### src/rtl/mathbox_pkg.sv
// Shared definitions for the mathbox microprogram sequencer: microword field
// positions, sequencer states and the dispatch table base address.
package mathbox_pkg;

    localparam int MW_BA_HI = 23;
    localparam int MW_BA_LO = 16;
    localparam int MW_JMP   = 7;
    localparam int MW_STOP  = 4;
    localparam int MW_COND  = 2;

    // Dispatch entries live at the bottom of the microcode ROM.
    localparam logic [7:0] DISPATCH_BASE = 8'h00;

    typedef enum logic [1:0] {
        IDLE,
        FETCH,
        EXEC
    } seq_state_t;

    // Map a CPU write register index onto its dispatch entry address.
    function automatic logic [7:0] dispatchAddr(input logic [4:0] idx);
        return DISPATCH_BASE | {3'b000, idx};
    endfunction

endpackage

### src/rtl/mathbox_next_addr.sv
// Combinational next-address selection for the microprogram sequencer.
// A taken jump loads the branch address, anything else steps to pc+1 with
// natural 8-bit wrap. STOP handling is left to the caller.
module mathbox_next_addr
    import mathbox_pkg::*;
(
    input  logic [7:0] pc_i,
    input  logic [7:0] ba_i,
    input  logic       jmp_i,
    input  logic       cond_i,
    input  logic       aluCond_i,
    output logic [7:0] next_o
);

    // Unconditional jumps always take, conditional jumps follow the ALU flag.
    always_comb begin
        next_o = pc_i + 8'd1;
        if (jmp_i && (!cond_i || aluCond_i)) begin
            next_o = ba_i;
        end
    end

endmodule

### src/rtl/mathbox_sequencer.sv
// Microprogram sequencer: drives the microcode ROM address, issues each
// returned word to the ALU, resolves jumps and stops on the STOP bit.
// A runaway program is aborted after MAX_STEPS executed words.
module mathbox_sequencer
    import mathbox_pkg::*;
#(
    parameter int MAX_STEPS = 1024
) (
    input  logic        clk,
    input  logic        reset,
    input  logic        cpu_wr,
    input  logic [4:0]  cpu_addr,
    input  logic [7:0]  cpu_data,
    output logic        busy,
    output logic        overrun,
    output logic        timeout,
    output logic        done,
    output logic [7:0]  rom_addr,
    output logic        rom_cs,
    input  logic [23:0] rom_dout,
    input  logic        alu_cond,
    output logic        uop_valid,
    output logic [23:0] uop,
    output logic [7:0]  uop_data
);

    localparam int STEP_W = $clog2(MAX_STEPS + 1);
    localparam logic [STEP_W-1:0] STEP_LIMIT = STEP_W'(MAX_STEPS);

    seq_state_t        state_q, state_d;
    logic [7:0]        pc_q, pc_d;
    logic [STEP_W-1:0] step_q, step_d;
    logic              overrun_q, overrun_d;
    logic              timeout_q, timeout_d;
    logic [7:0]        data_q, data_d;
    logic [7:0]        nextAddr;

    mathbox_next_addr u_next_addr (
        .pc_i      (pc_q),
        .ba_i      (rom_dout[MW_BA_HI:MW_BA_LO]),
        .jmp_i     (rom_dout[MW_JMP]),
        .cond_i    (rom_dout[MW_COND]),
        .aluCond_i (alu_cond),
        .next_o    (nextAddr)
    );

    // State and program registers; reset abandons any running program silently.
    always_ff @(posedge clk) begin
        if (reset) begin
            state_q   <= IDLE;
            pc_q      <= 8'h00;
            step_q    <= '0;
            overrun_q <= 1'b0;
            timeout_q <= 1'b0;
            data_q    <= 8'h00;
        end else begin
            state_q   <= state_d;
            pc_q      <= pc_d;
            step_q    <= step_d;
            overrun_q <= overrun_d;
            timeout_q <= timeout_d;
            data_q    <= data_d;
        end
    end

    // Sequencing: dispatch from IDLE, re-issue the start address in FETCH so the
    // ROM word lines up with EXEC, then stream one word per cycle in EXEC.
    always_comb begin
        state_d   = state_q;
        pc_d      = pc_q;
        step_d    = step_q;
        overrun_d = overrun_q;
        timeout_d = timeout_q;
        data_d    = data_q;
        rom_addr  = pc_q;
        rom_cs    = 1'b0;
        uop_valid = 1'b0;
        done      = 1'b0;

        case (state_q)
            IDLE: begin
                if (cpu_wr) begin
                    rom_addr  = dispatchAddr(cpu_addr);
                    rom_cs    = 1'b1;
                    pc_d      = dispatchAddr(cpu_addr);
                    step_d    = '0;
                    overrun_d = 1'b0;
                    timeout_d = 1'b0;
                    data_d    = cpu_data;
                    state_d   = FETCH;
                end
            end
            FETCH: begin
                rom_cs  = 1'b1;
                state_d = EXEC;
            end
            EXEC: begin
                if (step_q == STEP_LIMIT) begin
                    timeout_d = 1'b1;
                    state_d   = IDLE;
                end else begin
                    uop_valid = 1'b1;
                    step_d    = step_q + STEP_W'(1);
                    if (rom_dout[MW_STOP]) begin
                        done    = 1'b1;
                        state_d = IDLE;
                    end else begin
                        rom_addr = nextAddr;
                        rom_cs   = 1'b1;
                        pc_d     = nextAddr;
                    end
                end
            end
            default: begin
                state_d = IDLE;
            end
        endcase

        if (cpu_wr && (state_q != IDLE)) begin
            overrun_d = 1'b1;
        end
    end

    assign busy     = (state_q != IDLE);
    assign overrun  = overrun_q;
    assign timeout  = timeout_q;
    assign uop      = rom_dout;
    assign uop_data = data_q;

endmodule

### config.mk
export PLATFORM = sky130hd
export DESIGN_NAME = mathbox_sequencer
export DESIGN_NICKNAME = d
export VERILOG_FILES = /design/src/rtl/mathbox_pkg.sv /design/src/rtl/mathbox_next_addr.sv /design/src/rtl/mathbox_sequencer.sv
export SDC_FILE = /design/constraint.sdc
export NUM_CORES = 1
export LEC_CHECK = 0
export CAP_MARGIN = 20
export CORE_UTILIZATION = 46
export CTS_CLUSTER_DIAMETER = 30
export DETAILED_ROUTE_END_ITERATION = 10
export GPL_TIMING_DRIVEN = 0
export PLACE_DENSITY_LB_ADDON = 0.15
export SKIP_LAST_GASP = 1
export SLEW_MARGIN = 30
export SYNTH_ARGS = -nofsm -noshare
export SYNTH_HDL_FRONTEND = slang
export SYNTH_SLANG_ARGS = --single-unit
### constraint.sdc
create_clock -name clk -period 3.4 [get_ports clk]
set_input_delay 0.68 -clock clk [delete_from_list [all_inputs] [get_ports clk]]
set_output_delay 0.68 -clock clk [all_outputs]
set_load 0.03 [all_outputs]
==> impl_summary.log, run 1 <==
[metrics] Buf/Inv on CP: 2
[metrics] post-route clock period utilization: 97.2%
[metrics] chip height: 67.6 um
[metrics] Worst Path Required: 2.72 ns
[metrics] die outline width: 67.6 um
[metrics] clock slew at reported path FFs: 0.07 ns
[metrics] first-pass GRT wire length: 7850 um
[metrics] Slowest Stage Delay on Critical Path: 0.59 ns
[metrics] total via count after detailed routing: 2021
[metrics] count of fill cells added during filler insertion: 353
[metrics] Multi-input gate area: 1110 sq um
[metrics] Clock Path Buffers: 2
[metrics] number of top-level design ports: 87
[metrics] ratio of total power to cell area: 341 nW/um^2
[metrics] worst hold path class: reg2reg
[metrics] startpoint of the tightest hold check path: uop_data[7]
[metrics] sequential-to-total area share from yosys stat: 31.4%
[metrics] Detailed Place HPWL: 3820 um
[metrics] overall overflow remaining after global route: 0
[metrics] area added between synthesis and finish: 44.9%
[metrics] highest-utilization routing layer at the global route stage: met2
[metrics] outcome: finished, final reports clean
[metrics] Power, Total: 0.977 mW
[metrics] final cell count without fillers: 377
[metrics] clock insertion delay at the later pin of the skew report: 0.29 ns
[metrics] worst slack after detailed placement: -0.290 ns
[metrics] Antenna Nets Post-Route: 0
[metrics] number of CTS-inserted buffers: 5
[metrics] CP startpoint: alu_cond
[metrics] flop2flop setup slack: 1.42 ns
[metrics] CTS Hold Buffers Added: 0
[metrics] critical path launch point type: primary input
[metrics] Die Footprint: 4570 sq um
[metrics] Top FF cell, synth: sky130_fd_sc_hd__dfxtp_1
[metrics] Worst Setup Path Type: in2out
[metrics] total track usage: 22.9%
[metrics] post-placement cell count: 369
[metrics] Fin Setup TNS: 0 ns
[metrics] maximum vdd ir drop: 0.264 mV
[metrics] cell count of the worst hold path: 2
[metrics] commonest cells in the netlist: sky130_fd_sc_hd__dfxtp_1 (31), sky130_fd_sc_hd__buf_4 (24), sky130_fd_sc_hd__a21oi_1 (23), sky130_fd_sc_hd__nor2_1 (23), sky130_fd_sc_hd__nand2_1 (21)
[metrics] placeable core area: 4060 sq um
[metrics] most numerous cell on the critical path: sky130_fd_sc_hd__clkdlybuf4s50_1
[metrics] Synthesis Warnings: 0
[metrics] number of DRC markers after the initial detailed-route iteration: 214
[metrics] H-tree lvl count: 2
[metrics] routed wire length: 5130 um
[metrics] setup slack after layout: 0.0954 ns
[metrics] synthesized area per cell: 8.01 sq um
[metrics] area of all placed cells without fillers: 2870 sq um
[metrics] count of cells along the worst register-to-register path: 7
[metrics] layout cell share with drive strength beyond 1: 16.5%
[metrics] worst hold slack across all endpoints: 0.458 ns
[metrics] cell count after synthesis: 247
[metrics] Worst EP arrival: 2.62 ns
[metrics] number of antenna violations at the first check in global routing: 0
[metrics] clock tree root driver cell: sky130_fd_sc_hd__clkbuf_8
[metrics] count of cell types in the netlist: 50
[metrics] post-detailed-route wirelength per cell: 13.6 um
[metrics] flop and latch count out of synthesis: 31
[metrics] setup repair after global routing missed its margin: no
[metrics] number of global-route vias before repair: 1814
[metrics] number of clock sinks: 31
[metrics] startpoint of the lowest-slack register-to-register path: step_q[0]
[metrics] TritonCTS clock tree: yes
[metrics] final hold violations: 0
[metrics] buffer count from post-CTS setup fixing: 0
[metrics] starting density of the core: 48.8%
[metrics] kind of cell adding the most delay to the critical path: buffers and inverters
[metrics] met3 usage in global routing: 5.41%
[metrics] max_cap viols: 0
[metrics] fraction of synthesized cell area taken by the top area cell type: 31.4%
[metrics] post-synthesis cell type with the largest combined area: sky130_fd_sc_hd__dfxtp_1
[metrics] highest net fanout along the worst path: 8
[metrics] type of destination of the critical path: primary output
[metrics] upper clock frequency limit: 303 MHz
[metrics] Critical-path top delay cell: sky130_fd_sc_hd__clkdlybuf4s50_1
[metrics] Area contributors post-synth: sky130_fd_sc_hd__dfxtp_1 (31%), sky130_fd_sc_hd__buf_4 (9.1%), sky130_fd_sc_hd__a21oi_1 (5.8%)
[metrics] final routed DRC violation total: 0
[metrics] met1 usage: 27.1%
[metrics] FF/Latch Area: 621 sq um
[metrics] leakage power summed over all cells: 1.15 nW
[metrics] First-pass DRT Iterations: 4
[metrics] most instantiated library cell after synthesis: sky130_fd_sc_hd__dfxtp_1
[metrics] count of final max-slew check failures: 0
[metrics] synthesized netlist net count: 291
[metrics] Critical R2R Capture: pc_q[0]
[metrics] Placement Rows: 23
[metrics] diodes inserted: 0
[metrics] Setup Skew: 0.00801 ns
[metrics] slew of the pin with the lowest slew margin: 0.534 ns
[metrics] mean number of vias per cell: 5.36
[metrics] post-detailed-placement cell area: 2760 sq um
[metrics] Async S/R FF share, synth: 0%
[metrics] number of I/O port buffers: 72
[metrics] post-synthesis instance area: 1980 sq um
[metrics] utilization of the core after routing: 70.6%
[metrics] Slew headroom: 64.4%
[metrics] setup violators final: 0
[metrics] shortest period the worst path allows: 3.30 ns
[metrics] Routability Congestion: 0.878
[metrics] Post-synth EDFFs: 0
[metrics] CP Cell Sequence: clkdlybuf4s50_1 -> nand2b_1 -> nand2_2 -> or2_2 -> a32o_1 -> clkdlybuf4s50_1
[metrics] largest net degree at the start of global routing: 12
[metrics] global-route track usage on met2: 39.5%
[metrics] worst hold path endpoint: uop_data[7]
[metrics] net total in the final layout: 370
report_power, final:
group          internal (mW)  switching (mW)
logic                  0.138           0.157
registers              0.377          0.0117
clock network          0.142           0.151
worst max-delay path by stage:
stage / end / slack [ns] / cells past startpoint
finish: rom_addr[7] / 0.1 / 6
global placement: rom_addr[4] / -0.24 / 8
global route: rom_addr[2] / 0.02 / 7
floorplan: rom_addr[4] / 0.71 / 6
detailed placement: rom_addr[4] / -0.29 / 8
CTS: rom_addr[4] / -0.06 / 8
registers in the layout (all words and copies together), names as in the netlist:
name      cells
timeout       1
step_q       11
uop_data      8
pc_q          8
state_q       2
overrun       1
per-layer routing:
layer  up-vias  share of wire (%)
li1       1012                  -
met2        82                 49
met4         0                1.3
met5         -                  0
met3         8                6.4
met1       919                 43
worst register-to-register path, stage by stage (launching register included):
cell and delay, ns:
sky130_fd_sc_hd__dfxtp_1 0.32, sky130_fd_sc_hd__inv_1 0.10, sky130_fd_sc_hd__ha_1 0.18, sky130_fd_sc_hd__nor4b_4 0.36
sky130_fd_sc_hd__a31oi_4 0.21, sky130_fd_sc_hd__o2111a_1 0.19, sky130_fd_sc_hd__or3_4 0.37, sky130_fd_sc_hd__nor2b_4 0.13
placed cells by master, fill, tap and decap left out, drive strengths merged, types with 3 or more instances in the layout:
cell            n
clkdlybuf4s50  66
ha              3
nand3          10
a31oi           4
and2            3
buf            25
or3             3
a211oi          4
a21oi          23
o21bai          3
inv             9
nand2b          5
or2             4
clkbuf         16
nand4           4
dfxtp          31
o21ai           7
dlygate4sd2     5
and3            5
nor2b           9
nor2           23
xor2            8
nand2          21
cell families after synthesis:
kind of cell,count (synthesis),share of synthesized area (%)
AO/OA/AOI/OAI,66,23.5
multiplexers,1,0.506
XOR/XNOR,8,3.54
adder cells (fa/ha/maj),3,1.90
flip-flops,31,31.4
buffers and inverters,45,13.2
AND/OR/NAND/NOR,93,26.0
what timing repair did:
item                       4_1_cts  5_1_grt
hold endpoints to repair         0        0
resized for setup               11        2
setup endpoints to repair        7        2
cell type report:
| cell class | count | share of cell area (%) |
|---|---|---|
| multi-input combinational | 171 | 38.9 |
| timing repair buffer | 72 | 25.0 |
| sequential | 31 | 21.6 |
| buffer | 36 | 7.99 |
| clock buffer | 5 | 2.40 |
| tap | 50 | 2.18 |
| inverter | 9 | 1.18 |
| clock inverter | 3 | 0.698 |
Power figures use the tool's default switching activity.
==> run 2, diff against run 1 <==
ABC_AREA = 1   (was unset)
CORE_UTILIZATION = 45   (was 46)
==> impl_summary.log, run 2 <==
[metrics] outcome: finished, final reports clean
[metrics] maximum vdd ir drop: 0.297 mV
[metrics] number of flip-flops in the largest register: 11
[metrics] Antenna Nets Post-Route: 0
[metrics] overall overflow remaining after global route: 0
[metrics] utilization of the core after routing: 69.8%
[metrics] diodes inserted: 0
[metrics] count of final max-slew check failures: 0
[metrics] sequential-to-total area share from yosys stat: 31.5%
[metrics] leakage power summed over all cells: 1.27 nW
[metrics] final routed DRC violation total: 0
[metrics] post-synthesis cell type with the largest combined area: sky130_fd_sc_hd__dfxtp_1
[metrics] final hold violations: 0
[metrics] count of cells along the worst register-to-register path: 10
[metrics] synthesized netlist net count: 331
[metrics] first-pass GRT wire length: 7500 um
[metrics] largest net degree at the start of global routing: 11
[metrics] routed wire length: 4830 um
[metrics] number of clock sinks: 31
[metrics] H-tree lvl count: 2
[metrics] Synthesis Warnings: 0
[metrics] Fin Setup TNS: 0 ns
[metrics] Routability Congestion: 0.870
[metrics] mean number of vias per cell: 5.01
[metrics] Async S/R FF share, synth: 0%
[metrics] number of I/O port buffers: 72
[metrics] ratio of total power to cell area: 352 nW/um^2
[metrics] total track usage: 21.8%
[metrics] Placement Rows: 23
[metrics] commonest cells in the netlist: sky130_fd_sc_hd__nand2_1 (67), sky130_fd_sc_hd__dfxtp_1 (31), sky130_fd_sc_hd__inv_1 (31)
[metrics] most frequent cells in the layout: sky130_fd_sc_hd__nand2_1 (67), sky130_fd_sc_hd__clkdlybuf4s50_1 (67), sky130_fd_sc_hd__inv_1 (31), sky130_fd_sc_hd__dfxtp_1 (31), sky130_fd_sc_hd__buf_4 (25)
[metrics] placeable core area: 4120 sq um
[metrics] flop and latch count out of synthesis: 31
[metrics] post-detailed-route wirelength per cell: 11.6 um
[metrics] Worst EP arrival: 2.54 ns
[metrics] cell count after synthesis: 287
[metrics] net total in the final layout: 410
[metrics] Setup Skew: 0.0100 ns
[metrics] flop2flop setup slack: 1.76 ns
[metrics] Die Footprint: 4650 sq um
[metrics] area added between synthesis and finish: 45.6%
[metrics] max_cap viols: 0
[metrics] post-synthesis instance area: 1970 sq um
[metrics] shortest period the worst path allows: 3.22 ns
[metrics] number of antenna violations at the first check in global routing: 0
[metrics] TritonCTS clock tree: yes
[metrics] most numerous cell on the critical path: sky130_fd_sc_hd__nand2_1
[metrics] Top FF cell, synth: sky130_fd_sc_hd__dfxtp_1
[metrics] total via count after detailed routing: 2090
[metrics] synthesized area per cell: 6.88 sq um
[metrics] number of CTS-inserted buffers: 5
[metrics] Clock Path Buffers: 2
[metrics] clock slew at reported path FFs: 0.07 ns
[metrics] CP Cell Sequence: clkdlybuf4s50_1 -> inv_1 -> nand2_1 -> nand2_1 -> buf_2 -> nand3_1 -> nand3_1 -> nand2_1 -> nand2_1 -> nand2_1 -> clkdlybuf4s50_1
[metrics] type of destination of the critical path: primary output
[metrics] number of top-level design ports: 87
[metrics] setup repair after global routing missed its margin: no
[metrics] upper clock frequency limit: 311 MHz
[metrics] cell count of the worst hold path: 1
[metrics] register bank with the most flops: step_q
[metrics] highest net fanout along the worst path: 10
[metrics] count of cell types in the netlist: 30
[metrics] most instantiated library cell after synthesis: sky130_fd_sc_hd__nand2_1
[metrics] starting density of the core: 47.9%
[metrics] Worst Path Required: 2.72 ns
[metrics] clock tree root driver cell: sky130_fd_sc_hd__clkbuf_8
[metrics] Slew headroom: 67.4%
[metrics] post-route clock period utilization: 94.7%
[metrics] Area contributors post-synth: sky130_fd_sc_hd__dfxtp_1 (31%), sky130_fd_sc_hd__nand2_1 (13%), sky130_fd_sc_hd__buf_4 (9.5%)
[metrics] clock insertion delay at the later pin of the skew report: 0.29 ns
[metrics] Slowest Stage Delay on Critical Path: 0.66 ns
[metrics] Worst Setup Path Type: in2out
[metrics] critical path launch point type: primary input
[metrics] number of global-route vias before repair: 1687
[metrics] layout cell share with drive strength beyond 1: 16.1%
[metrics] buffer count from post-CTS setup fixing: 0
[metrics] die outline width: 68.2 um
[metrics] First-pass DRT Iterations: 4
[metrics] Post-synth EDFFs: 0
[metrics] worst hold path class: reg2reg
[metrics] fraction of synthesized cell area taken by the top area cell type: 31.5%
[metrics] setup violators final: 0
[metrics] Detailed Place HPWL: 3710 um
[metrics] slew of the pin with the lowest slew margin: 0.489 ns
[metrics] number of DRC markers after the initial detailed-route iteration: 123
[metrics] chip height: 68.2 um
[metrics] Critical-path top delay cell: sky130_fd_sc_hd__clkdlybuf4s50_1
[run 2: changes by cell type after synthesis, moves of 5 or more]
cell	change
sky130_fd_sc_hd__nand2_1	+46
sky130_fd_sc_hd__inv_1	+22
sky130_fd_sc_hd__nand3_1	+14
sky130_fd_sc_hd__clkbuf_1	-9
sky130_fd_sc_hd__nor2b_1	-8
sky130_fd_sc_hd__xor2_1	-8
sky130_fd_sc_hd__a22o_1	+7
sky130_fd_sc_hd__a22oi_1	+5
sky130_fd_sc_hd__nand2b_1	-5
sky130_fd_sc_hd__nor2_2	+5
[run 2: per-stage QoR]
step / hold WS [ns] / instance area [sq um] / total power, mW / cells / setup WS, ns
after floorplan: 0.466 / 1970 / 0.578 / 287 / 1.17
after global placement: 0.447 / 2760 / 0.693 / 409 / 0.0757
after detailed placement: 0.453 / 2760 / 0.697 / 409 / 0.0456
after CTS: 0.470 / 2860 / 1.03 / 417 / 0.0393
after global routing: 0.507 / 2870 / 1.06 / 417 / 0.0223
final: 0.466 / 2870 / 1.01 / 417 / 0.180
[run 2: cell type report]
type	count	area, sq um
fillers	356	1240
multi-input cells	191	1010
repair buffers	72	733
flip-flops and latches	31	621
plain buffers	30	215
inverters	35	131
clock buffers	7	96.3
well taps	50	62.6
clock inverters	1	7.51
[run 2: metal layers]
metal  vias to the layer above  global-route usage (%)  part of all wire (%)
met5                         -                       0                     0
met4                         0                    8.59                   1.3
met3                         6                    4.83                   8.5
met2                        81                    35.7                    45
met1                       927                    27.5                    45
li1                       1076                       -                     -
[run 2: report_power, final]
part	internal, mW	switching (mW)
Sequential	0.379	0.0143
Combinational	0.135	0.159
Clock	0.184	0.140
Total	0.698	0.314
[run 2: cell families (layout without fill, tap and decap cells)]
logic type / count (synthesis) / count (layout) / synth area share (%)
DFF: 31 / 31 / 31.5
buffers and inverters: 65 / 145 / 17.6
adders and majority gates: 3 / 3 / 1.90
and+or+nand+nor: 141 / 141 / 34.2
AOI/OAI and AO/OA: 47 / 47 / 14.9
[run 2: worst paths after layout]
path	startpoint	endpoint
setup / recovery	alu_cond	rom_addr[5]
hold / removal	timeout	timeout
setup reg to reg	step_q[0]	pc_q[5]
hold reg to reg	timeout	timeout
[run 2: critical path, delay by kind of cell]
kind | cells | cell delay, ns
buf+inv | 4 | 1.34
simple gates | 7 | 0.52
[run 2: timing repair]
action,4_1_cts,5_1_grt
hold buffers,0,0
resized for setup,0,5
endpoints found under the setup margin,0,5
hold endpoints to repair,0,0
